## config.mk

```make
export PLATFORM = sky130hd
export DESIGN_NAME = arp_responder
export DESIGN_NICKNAME = d
export VERILOG_FILES = /design/src/rtl/arp_responder.sv
export SDC_FILE = /design/constraint.sdc
export NUM_CORES = 1
export LEC_CHECK = 0
export ABC_AREA = 1
export BUFFER_PORTS_ARGS = -buffer_cell sky130_fd_sc_hd__buf_2
export CORE_MARGIN = 1
export CORE_UTILIZATION = 35
export CTS_CLUSTER_SIZE = 10
export DETAILED_ROUTE_END_ITERATION = 10
export HOLD_SLACK_MARGIN = 0.06
export SETUP_SLACK_MARGIN = 0.4
export SYNTH_ARGS = -nofsm -noshare
export SYNTH_HDL_FRONTEND = slang
export SYNTH_SLANG_ARGS = --single-unit
```

## constraint.sdc

```tcl
create_clock -name clock -period 5.03 [get_ports clock]
set_input_delay 1.006 -clock clock [delete_from_list [all_inputs] [get_ports clock]]
set_output_delay 1.006 -clock clock [all_outputs]
set_load 0.005 [all_outputs]
```

## src/rtl/arp_responder.sv

```systemverilog
// ARP responder: watches the de-framed receive byte stream for ARP requests
// aimed at this station and streams a 60-byte ARP reply to the MAC transmit side.
module arp_responder #(
  parameter logic [47:0] MAC_ADDR = 48'h00_0A_35_00_00_01,
  parameter logic [31:0] IP_ADDR  = 32'hC0_A8_01_0A
) (
  input  logic        clock,
  input  logic        reset,
  input  logic [7:0]  rx_data,
  input  logic        rx_valid,
  input  logic        rx_last,
  input  logic        rx_error,
  output logic [7:0]  tx_data,
  output logic        tx_valid,
  output logic        tx_last,
  input  logic        tx_ready,
  output logic        busy,
  output logic [15:0] reply_count
);

  typedef enum logic [1:0] {StIdle, StRecv, StDrop, StSend} state_e;

  // Ethertype + fixed ARP header (htype, ptype, hlen, plen, oper)
  localparam logic [79:0] ReqHdr = 80'h0806_0001_0800_0604_0001;
  localparam logic [79:0] RepHdr = 80'h0806_0001_0800_0604_0002;

  state_e      state_q, state_d;
  logic [5:0]  idx_q, idx_d;
  logic        rx_mid_q, rx_mid_d;
  logic        dst_bc_q, dst_bc_d;
  logic        dst_uc_q, dst_uc_d;
  logic [47:0] sha_q, sha_d;
  logic [31:0] spa_q, spa_d;
  logic [7:0]  tx_data_q, tx_data_d;
  logic        tx_last_q, tx_last_d;
  logic [15:0] count_q, count_d;

  logic [5:0]  cur_idx;
  logic        bc_now, uc_now, byte_ok;

  // Byte k (0 = most significant) of an n-byte big-endian field.
  function automatic logic [7:0] pick(input logic [79:0] v, input int unsigned n,
                                      input int unsigned k);
    return 8'(v >> (8 * (n - 1 - k)));
  endfunction

  // Fixed-value checks for header and target IP bytes; other bytes always pass.
  function automatic logic hdr_ok(input logic [5:0] i, input logic [7:0] d);
    int unsigned k;
    k = 32'(i);
    if (k >= 12 && k <= 21) return d == pick(ReqHdr, 10, k - 12);
    if (k >= 38 && k <= 41) return d == pick(80'(IP_ADDR), 4, k - 38);
    return 1'b1;
  endfunction

  function automatic logic [7:0] reply_byte(input logic [5:0] i, input logic [47:0] sha,
                                            input logic [31:0] spa);
    int unsigned k;
    k = 32'(i);
    if (k < 6)  return pick(80'(sha), 6, k);
    if (k < 12) return pick(80'(MAC_ADDR), 6, k - 6);
    if (k < 22) return pick(RepHdr, 10, k - 12);
    if (k < 28) return pick(80'(MAC_ADDR), 6, k - 22);
    if (k < 32) return pick(80'(IP_ADDR), 4, k - 28);
    if (k < 38) return pick(80'(sha), 6, k - 32);
    if (k < 42) return pick(80'(spa), 4, k - 38);
    return 8'h00;
  endfunction

  // Per-byte receive check; destination must be wholly broadcast or wholly ours.
  always_comb begin
    cur_idx = (state_q == StRecv) ? idx_q : 6'd0;
    bc_now  = ((cur_idx == 6'd0) || dst_bc_q) && (rx_data == 8'hFF);
    uc_now  = ((cur_idx == 6'd0) || dst_uc_q) &&
              (rx_data == pick(80'(MAC_ADDR), 6, 32'(cur_idx)));
    byte_ok = (cur_idx < 6'd6) ? (bc_now || uc_now) : hdr_ok(cur_idx, rx_data);
  end

  // Next-state logic for the frame FSM, capture registers and reply stream.
  always_comb begin
    state_d   = state_q;
    idx_d     = idx_q;
    rx_mid_d  = rx_mid_q;
    dst_bc_d  = dst_bc_q;
    dst_uc_d  = dst_uc_q;
    sha_d     = sha_q;
    spa_d     = spa_q;
    tx_data_d = tx_data_q;
    tx_last_d = tx_last_q;
    count_d   = count_q;

    if (rx_valid) rx_mid_d = !rx_last;

    unique case (state_q)
      StIdle: begin
        if (rx_valid) begin
          if (rx_mid_q) begin
            // Joined a frame part-way through; a lone tail beat needs no drop.
            if (!rx_last) state_d = StDrop;
          end else begin
            idx_d    = 6'd1;
            dst_bc_d = bc_now;
            dst_uc_d = uc_now;
            if (!rx_last) state_d = byte_ok ? StRecv : StDrop;
          end
        end
      end
      StRecv: begin
        if (rx_valid) begin
          idx_d = (idx_q == 6'd63) ? idx_q : idx_q + 6'd1;
          if (cur_idx < 6'd6) begin
            dst_bc_d = bc_now;
            dst_uc_d = uc_now;
          end
          if (cur_idx >= 6'd22 && cur_idx <= 6'd27) sha_d = {sha_q[39:0], rx_data};
          if (cur_idx >= 6'd28 && cur_idx <= 6'd31) spa_d = {spa_q[23:0], rx_data};
          if (!byte_ok) begin
            state_d = rx_last ? StIdle : StDrop;
          end else if (rx_last) begin
            if (cur_idx >= 6'd41 && !rx_error) begin
              state_d   = StSend;
              idx_d     = 6'd0;
              tx_data_d = reply_byte(6'd0, sha_q, spa_q);
              tx_last_d = 1'b0;
            end else begin
              state_d = StIdle;
            end
          end
        end
      end
      StDrop: begin
        if (rx_valid && rx_last) state_d = StIdle;
      end
      StSend: begin
        if (tx_ready) begin
          if (idx_q == 6'd59) begin
            state_d   = StIdle;
            idx_d     = 6'd0;
            count_d   = count_q + 16'd1;
            tx_data_d = 8'h00;
            tx_last_d = 1'b0;
          end else begin
            idx_d     = idx_q + 6'd1;
            tx_data_d = reply_byte(idx_q + 6'd1, sha_q, spa_q);
            tx_last_d = (idx_q == 6'd58);
          end
        end
      end
      default: state_d = StIdle;
    endcase
  end

  // State registers with asynchronous reset.
  always_ff @(posedge clock or posedge reset) begin
    if (reset) begin
      state_q   <= StIdle;
      idx_q     <= 6'd0;
      rx_mid_q  <= 1'b0;
      dst_bc_q  <= 1'b0;
      dst_uc_q  <= 1'b0;
      sha_q     <= 48'd0;
      spa_q     <= 32'd0;
      tx_data_q <= 8'h00;
      tx_last_q <= 1'b0;
      count_q   <= 16'd0;
    end else begin
      state_q   <= state_d;
      idx_q     <= idx_d;
      rx_mid_q  <= rx_mid_d;
      dst_bc_q  <= dst_bc_d;
      dst_uc_q  <= dst_uc_d;
      sha_q     <= sha_d;
      spa_q     <= spa_d;
      tx_data_q <= tx_data_d;
      tx_last_q <= tx_last_d;
      count_q   <= count_d;
    end
  end

  // tx_valid/busy decode straight from state so reset clears them at once.
  always_comb begin
    tx_valid    = (state_q == StSend);
    busy        = (state_q == StSend);
    tx_data     = tx_data_q;
    tx_last     = tx_last_q;
    reply_count = count_q;
  end

endmodule

```

==> results_dict.tcl, run 1 <==
set metrics [dict create \
    status "completed" \
    ys_top_cells_by_area "dfrtp_1, nand2_1, o21ai_0" \
    p_per_area_mw_per_mm2 273 \
    die_h_um 153 \
    fp-row-count 54 \
    htreeDepth 4 \
    synth_top_area_share_pct 36.4 \
    ys.flop_type "dfrtp_1" \
    tightestPinTransition_ps 1010 \
    drc 0 \
    final_common_cell "nand2_1" \
    yosysUniqueCellTypes 48 \
    drt_iter0_markers 500 \
    grt_pass1_wl_mm 37.5 \
    post_cts.repair.setup_buffers 0 \
    cts_tree "done" \
    holdCritPathClass "reg -> reg" \
    r2r_slack_ps 920 \
    wl_mm 21.8 \
    portBuffers 40 \
    min-delay-start "reply_count[15]$_DFFE_PP0P_" \
    die_x_um 153 \
    yosys_warnings 0 \
    fill_cells 2300 \
    critPathKind "reg -> reg" \
    clock_sinks 116 \
    place.gp.congestion 0.899 \
    timing.final.crit_share_pct 81.7 \
    cp-end-kind "flip-flop" \
    p_leak_nw 4.57 \
    cp_max_fo 15 \
    slew_headroom_pct 32.2 \
    fin_nets 1252 \
    synth-edff-count 0 \
    multiInputGateArea_sq_mm 0.00434 \
    place_ws_ps 1000 \
    insertion_delay_ps 420 \
    reg2reg_to "tx_data[2]$_DFFE_PP0P_" \
    syn_inst 1195 \
    maxSlewViolCount 0 \
    timing.fmax_mhz 243 \
    fin_ws_ps 918 \
    reg2reg_depth 28 \
    grt_pass1_vias 7410 \
    overflow 0 \
    syn_area_per_cell_sq_um 6.68 \
    diodes 0 \
    dr.pass1.iters 6 \
    cts_inserted_buffers 17 \
    drive_above_1_share_pct 10.5 \
    place_hpwl_mm 15.7 \
    ff_latch_area_sq_mm 0.00290 \
    synthArstFlopShare_pct 100 \
    startpoint_type "flip-flop" \
    viasPerCell 5.13 \
    antenna_found_initial 0 \
    wire_per_inst_um 14.4 \
    synth_seq_cells 116 \
    cpMaxStageDelayCell "dfrtp_1" \
    finalSetupViolCount 0 \
    hold_violations 0 \
    hold_depth 1 \
    grt_use_total_pct 19.8 \
    ys_seq_area_share_pct 36.4 \
    netlist_area_sq_mm 0.00798 \
    fin_skew_ps 13.3 \
    crit_family "simple AND/OR/NAND/NOR gates" \
    cpMostUsedCell "nand2_1" \
    syn2layout_area_growth_pct 13.1 \
    critical_path.max_stage_delay_ps 500 \
    hold_buffers 0 \
    cp.buffers_inverters 6 \
    required_ps 5380 \
    syn_nets 1227 \
    arrival_ps 4460 \
    maxCapViolCount 0 \
    antenna_left 0 \
    timing.rr.start "idx_q[1]$_DFFE_PP0P_" \
    dr_total_vias 7762 \
    rsz0062_at_grt "no" \
    vdd.ir_drop.worst_uv 218 \
    post_cts_resized 0 \
    cts-root-buf "clkbuf_16" \
    tns_ps 0 \
    initial_core_util_pct 36.1 \
    core_sq_mm 0.0221 \
    grt_max_degree 67 \
    clockBufferDepth 2 \
    dieArea_sq_mm 0.0234 \
    clk_pin_slew_ps 60 \
    post-route-min-period_ps 4110 \
    hold_end "reply_count[15]$_DFFE_PP0P_" \
    ioPinCount 41 \
    final_cell_mix "nand2_1, inv_1, o21ai_0" \
    netlist.top_cell.by_area "dfrtp_1" \
]
[metrics by stage]
stage / std cells / area [sq um] / total power, W / util (%) / hold slack (ps)
5_1_grt: 1513 / 9030 / 0.00257 / 40.9 / 480
6_report: 1513 / 9030 / 0.00246 / 40.9 / 466
3_3_place_gp: 1481 / 8450 / 0.00129 / 38.2 / 457
3_5_place_dp: 1481 / 8450 / 0.00129 / 38.2 / 458
2_1_floorplan: 1195 / 7980 / 0.00120 / - / 448
4_1_cts: 1513 / 9030 / 0.00249 / 40.9 / 471
[registers in the layout, summed over array words and instances (netlist names)]
register and cells:
sha_q 48, spa_q 32, reply_count 16, tx_data 8
idx_q 6, state_q 2, dst_bc_q 1, dst_uc_q 1
rx_mid_q 1, tx_last 1
[routing by layer]
layer	vias to the layer above	track usage, %	wire (um)
met4	0	6.30	331
met2	185	32.8	10200
met3	23	2.72	870
li1	3927	-	-
met1	3627	26.6	10400
met5	-	0	0
[kinds of logic after synthesis]
logic type      Yosys count  share of synthesized area, %
compound gates          246                          16.4
xor+xnor                 21                          2.40
buf+inv                 194                          9.43
flops                   116                          36.4
mux                       1                         0.141
simple gates            599                          32.5
fa+ha+maj                18                          2.82
[worst max path at each step]
stage,startpoint,endpoint,slack [ps],depth (start not counted)
after floorplan,idx_q[0]$_DFFE_PP0P_,tx_data[3]$_DFFE_PP0P_,800,28
after global placement,idx_q[1]$_DFFE_PP0P_,tx_data[2]$_DFFE_PP0P_,1170,28
after detailed placement,idx_q[1]$_DFFE_PP0P_,tx_data[4]$_DFFE_PP0P_,1000,28
after CTS,idx_q[1]$_DFFE_PP0P_,tx_data[2]$_DFFE_PP0P_,970,28
after global routing,idx_q[1]$_DFFE_PP0P_,tx_data[4]$_DFFE_PP0P_,450,27
final,idx_q[1]$_DFFE_PP0P_,tx_data[2]$_DFFE_PP0P_,920,28
[worst reg2reg max path: cells and delay by family, from the launching register on]
kind / cells / cell delay [ps]
buffers and inverters: 6 / 820
adders and majority gates: 3 / 840
AOI/OAI and AO/OA: 1 / 220
and+or+nand+nor: 17 / 1610
DFF: 1 / 500
xor gates and xnor gates: 1 / 70
[cell type report]
class                           count  area share (%)
Sequential cell                   116            32.2
Multi-Input combinational cell    885            48.1
Clock inverter                     11            1.12
Inverter                          151            6.33
Clock buffer                       21            5.32
Tap cell                          280            3.88
Timing Repair Buffer               49            3.10
[cell usage after synthesis, drive strengths merged (11+ instances only)]
| library cell | n |
|---|---|
| nand2 | 356 |
| inv | 149 |
| o21ai | 137 |
| dfrtp | 116 |
| nor2 | 112 |
| nand3 | 85 |
| a21oi | 80 |
| clkbuf | 32 |
| nand4 | 23 |
| ha | 18 |
| xor2 | 16 |
| buf | 11 |
[power breakdown]
part / internal, W / total [W] / switching (W)
Sequential: 0.000946 / 0.000961 / 0.0000153
Clock: 0.000732 / 0.00119 / 0.000458
Combinational: 0.0000856 / 0.000313 / 0.000227
No activity file was read; power rests on OpenSTA's default activity.
==> inputs of run 2 (changes only) <==
- ABC_AREA: 1 -> 0
- clock period: 5.03 -> 3.5 ns (I/O delays scaled with it)
==> results_dict.tcl, run 2 <==
set metrics [dict create \
    p_seq_share_pct 23.8 \
    yosysUniqueCellTypes 77 \
    synth-edff-count 0 \
    viasPerCell 5.72 \
    vdd.ir_drop.worst_uv 608 \
    slew_headroom_pct 44.8 \
    cts_inserted_buffers 17 \
    fp-row-count 54 \
    cp-end-kind "flip-flop" \
    syn_area_per_cell_sq_um 9.93 \
    clk_pin_slew_ps 60 \
    dr_total_vias 6875 \
    grt_use_total_pct 20.6 \
    syn_inst 787 \
    synth_seq_cells 116 \
    dr.pass1.iters 5 \
    switching_share_pct 39.2 \
    post-route-min-period_ps 3780 \
    drt_iter0_markers 569 \
    diodes 0 \
    startpoint_type "flip-flop" \
    arrival_ps 4080 \
    tns_ps -3370 \
    tightestPinTransition_ps 826 \
    yosysMostFrequentCell "dfrtp_1" \
    fin_ws_ps -278 \
    syn_nets 819 \
    ys_top_cells_by_area "dfrtp_1, mux2_2, mux4_2" \
    status "complete, but fails checks" \
    rsz0062_at_grt "yes" \
    syn2layout_area_growth_pct 27.5 \
    place.gp.congestion 0.937 \
    die_x_um 151 \
    drc 0 \
    cp_max_fo 9 \
    synthArstFlopShare_pct 100 \
    timing.rr.start "state_q[1]$_DFFE_PP0P_" \
    r2r_slack_ps -280 \
    fin_skew_ps 8.93 \
    path_cells "and2b_1, and2_4, ha_4, buf_4, or2_1, buf_4, a211oi_2, nor4_2, or4_4, a311o_1, a21oi_2, nor4_4, o21ai_4, buf_12, mux2_2" \
    timing.final.crit_share_pct 108 \
    top_register "sha_q" \
    wl_mm 22.5 \
    holdCritPathClass "in -> async" \
    final_common_cell "dfrtp_1" \
    wire_per_inst_um 18.7 \
    p_leak_nw 4.56 \
    instances_no_fill 1202 \
    synth.top_cells.by_count "dfrtp_1, mux2_2, nand2_1" \
    htreeDepth 4 \
    ys_seq_area_share_pct 37.2 \
    netlist.top_cell.by_area "dfrtp_1" \
    insertion_delay_ps 420 \
    drive_above_1_share_pct 38.3 \
    cts-root-buf "clkbuf_16" \
    grt_max_degree 49 \
    maxSlewViolCount 0 \
    ys.flop_type "dfrtp_1" \
    antenna_found_initial 0 \
    finalSetupViolCount 16 \
    hold_buffers 0 \
    portBuffers 40 \
    core_sq_mm 0.0218 \
    p_switching_w 0.00231 \
    maxCapViolCount 0 \
    fin_nets 942 \
    overflow 0 \
    grt_pass1_vias 6657 \
    timing.fmax_mhz 265 \
    comb_power_share_pct 47.4 \
    dieArea_sq_mm 0.0229 \
    clockBufferDepth 2 \
    die_h_um 151 \
    netlist_area_sq_mm 0.00781 \
    critPathKind "reg -> reg" \
    reg2reg_to "tx_data[7]$_DFFE_PP0P_" \
    required_ps 3800 \
    clock_power_share_pct 28.7 \
    critical_path.max_stage_delay_ps 530 \
    reg2reg_depth 15 \
    antenna_left 0 \
    hold_violations 0 \
    p_per_area_mw_per_mm2 591 \
    ioPinCount 41 \
    cpMostUsedCell "buf_4" \
    clock_sinks 116 \
    dp.cells 1165 \
    cts_tree "done" \
    internal_power_w 0.00358 \
    grt_pass1_wl_mm 36.1 \
    initial_core_util_pct 35.8 \
    largest_reg_flops 48 \
    violations "setup timing" \
    final_cell_mix "dfrtp_1, buf_4, mux2_2" \
    place_hpwl_mm 16.2 \
    yosys_warnings 0 \
    synth_top_area_share_pct 37.2 \
    cpMaxStageDelayCell "or4_4" \
]
## run 2: cell count changes after synthesis, sizes merged, moves of 17 or more
cell / previous run / this run
nand3: 85 / 17
nor2: 112 / 43
xnor2: 5 / 22
o21ai: 137 / 32
nand2: 356 / 62
inv: 149 / 22
mux2: 1 / 92
a21oi: 80 / 47
## run 2: worst max-delay path by stage
stage                           startpoint                endpoint  slack, ps  cells past startpoint
floorplan             idx_q[0]$_DFFE_PP0P_  tx_data[1]$_DFFE_PP0P_       -320                     18
global placement      idx_q[0]$_DFFE_PP0P_  tx_data[1]$_DFFE_PP0P_       -320                     15
detailed placement    idx_q[1]$_DFFE_PP0P_    idx_q[3]$_DFFE_PP0P_       -300                     17
CTS                 state_q[1]$_DFFE_PP0P_  tx_data[2]$_DFFE_PP0P_       -160                     14
global route          idx_q[1]$_DFFE_PP0P_  tx_data[7]$_DFFE_PP0P_       -390                     16
finish              state_q[1]$_DFFE_PP0P_  tx_data[7]$_DFFE_PP0P_       -280                     15
## run 2: through the flow
step	setup slack (ps)	total power, W	hold slack [ps]	instance area, sq um	utilization [%]
finish	-278	0.00589	443	9960	45.6
global route	-387	0.00618	503	9960	45.6
CTS	-161	0.00581	463	9780	44.8
detailed placement	-300	0.00404	461	9100	41.7
global placement	-324	0.00405	463	9100	41.7
floorplan	-322	0.00303	450	7900	-
## run 2: per-layer routing
| metal | wire (um) | GRT usage (%) | up-vias |
|---|---|---|---|
| met5 | 0 | 0 | - |
| met4 | 459 | 7.95 | 0 |
| met3 | 1130 | 3.10 | 42 |
| met2 | 10600 | 32.4 | 252 |
| met1 | 10300 | 28.4 | 3391 |
| li1 | - | - | 3190 |
## run 2: kinds of logic (layout without fill, tap and decap cells)
family          Yosys count  in the layout  synth area share, %
xor+xnor                 33             33                 4.24
buf+inv                  79            214                 4.29
compound gates          178            178                 15.9
simple gates            242            242                 16.0
flops                   116            116                 37.2
fa+ha+maj                18             18                 2.88
mux                     121            121                 19.5
## run 2: worst max-delay path: cells and delay by family, from the launching register on
family | cells | cell delay, ps
AOI/OAI and AO/OA | 4 | 940
adders and majority gates | 1 | 190
buffers and inverters | 3 | 460
DFF | 1 | 380
muxes | 1 | 330
and+or+nand+nor | 6 | 1350
## run 2: what timing repair did
action	CTS	global route
endpoints found under the setup margin	17	18
pin swaps	4	16
setup buffers	2	4
endpoints found under the hold margin	0	0
resized for setup	19	28
## run 2: power by group through the flow
stage	clock, W	combinational (W)	sequential (W)
floorplan	0	0.00161	0.00142
finish	0.00169	0.00279	0.00140
global route	0.00178	0.00300	0.00141
global placement	0	0.00262	0.00143
detailed placement	0	0.00261	0.00143
CTS	0.00173	0.00268	0.00140
## run 2: area by class of cell
cell class	count	area (sq um)
clock buffer	21	460
clock inverter	10	108
inverter	24	95.1
fill	2031	11900
sequential	116	2900
multi-input combinational	592	4880
tap	280	350
timing repair buffer	159	1160
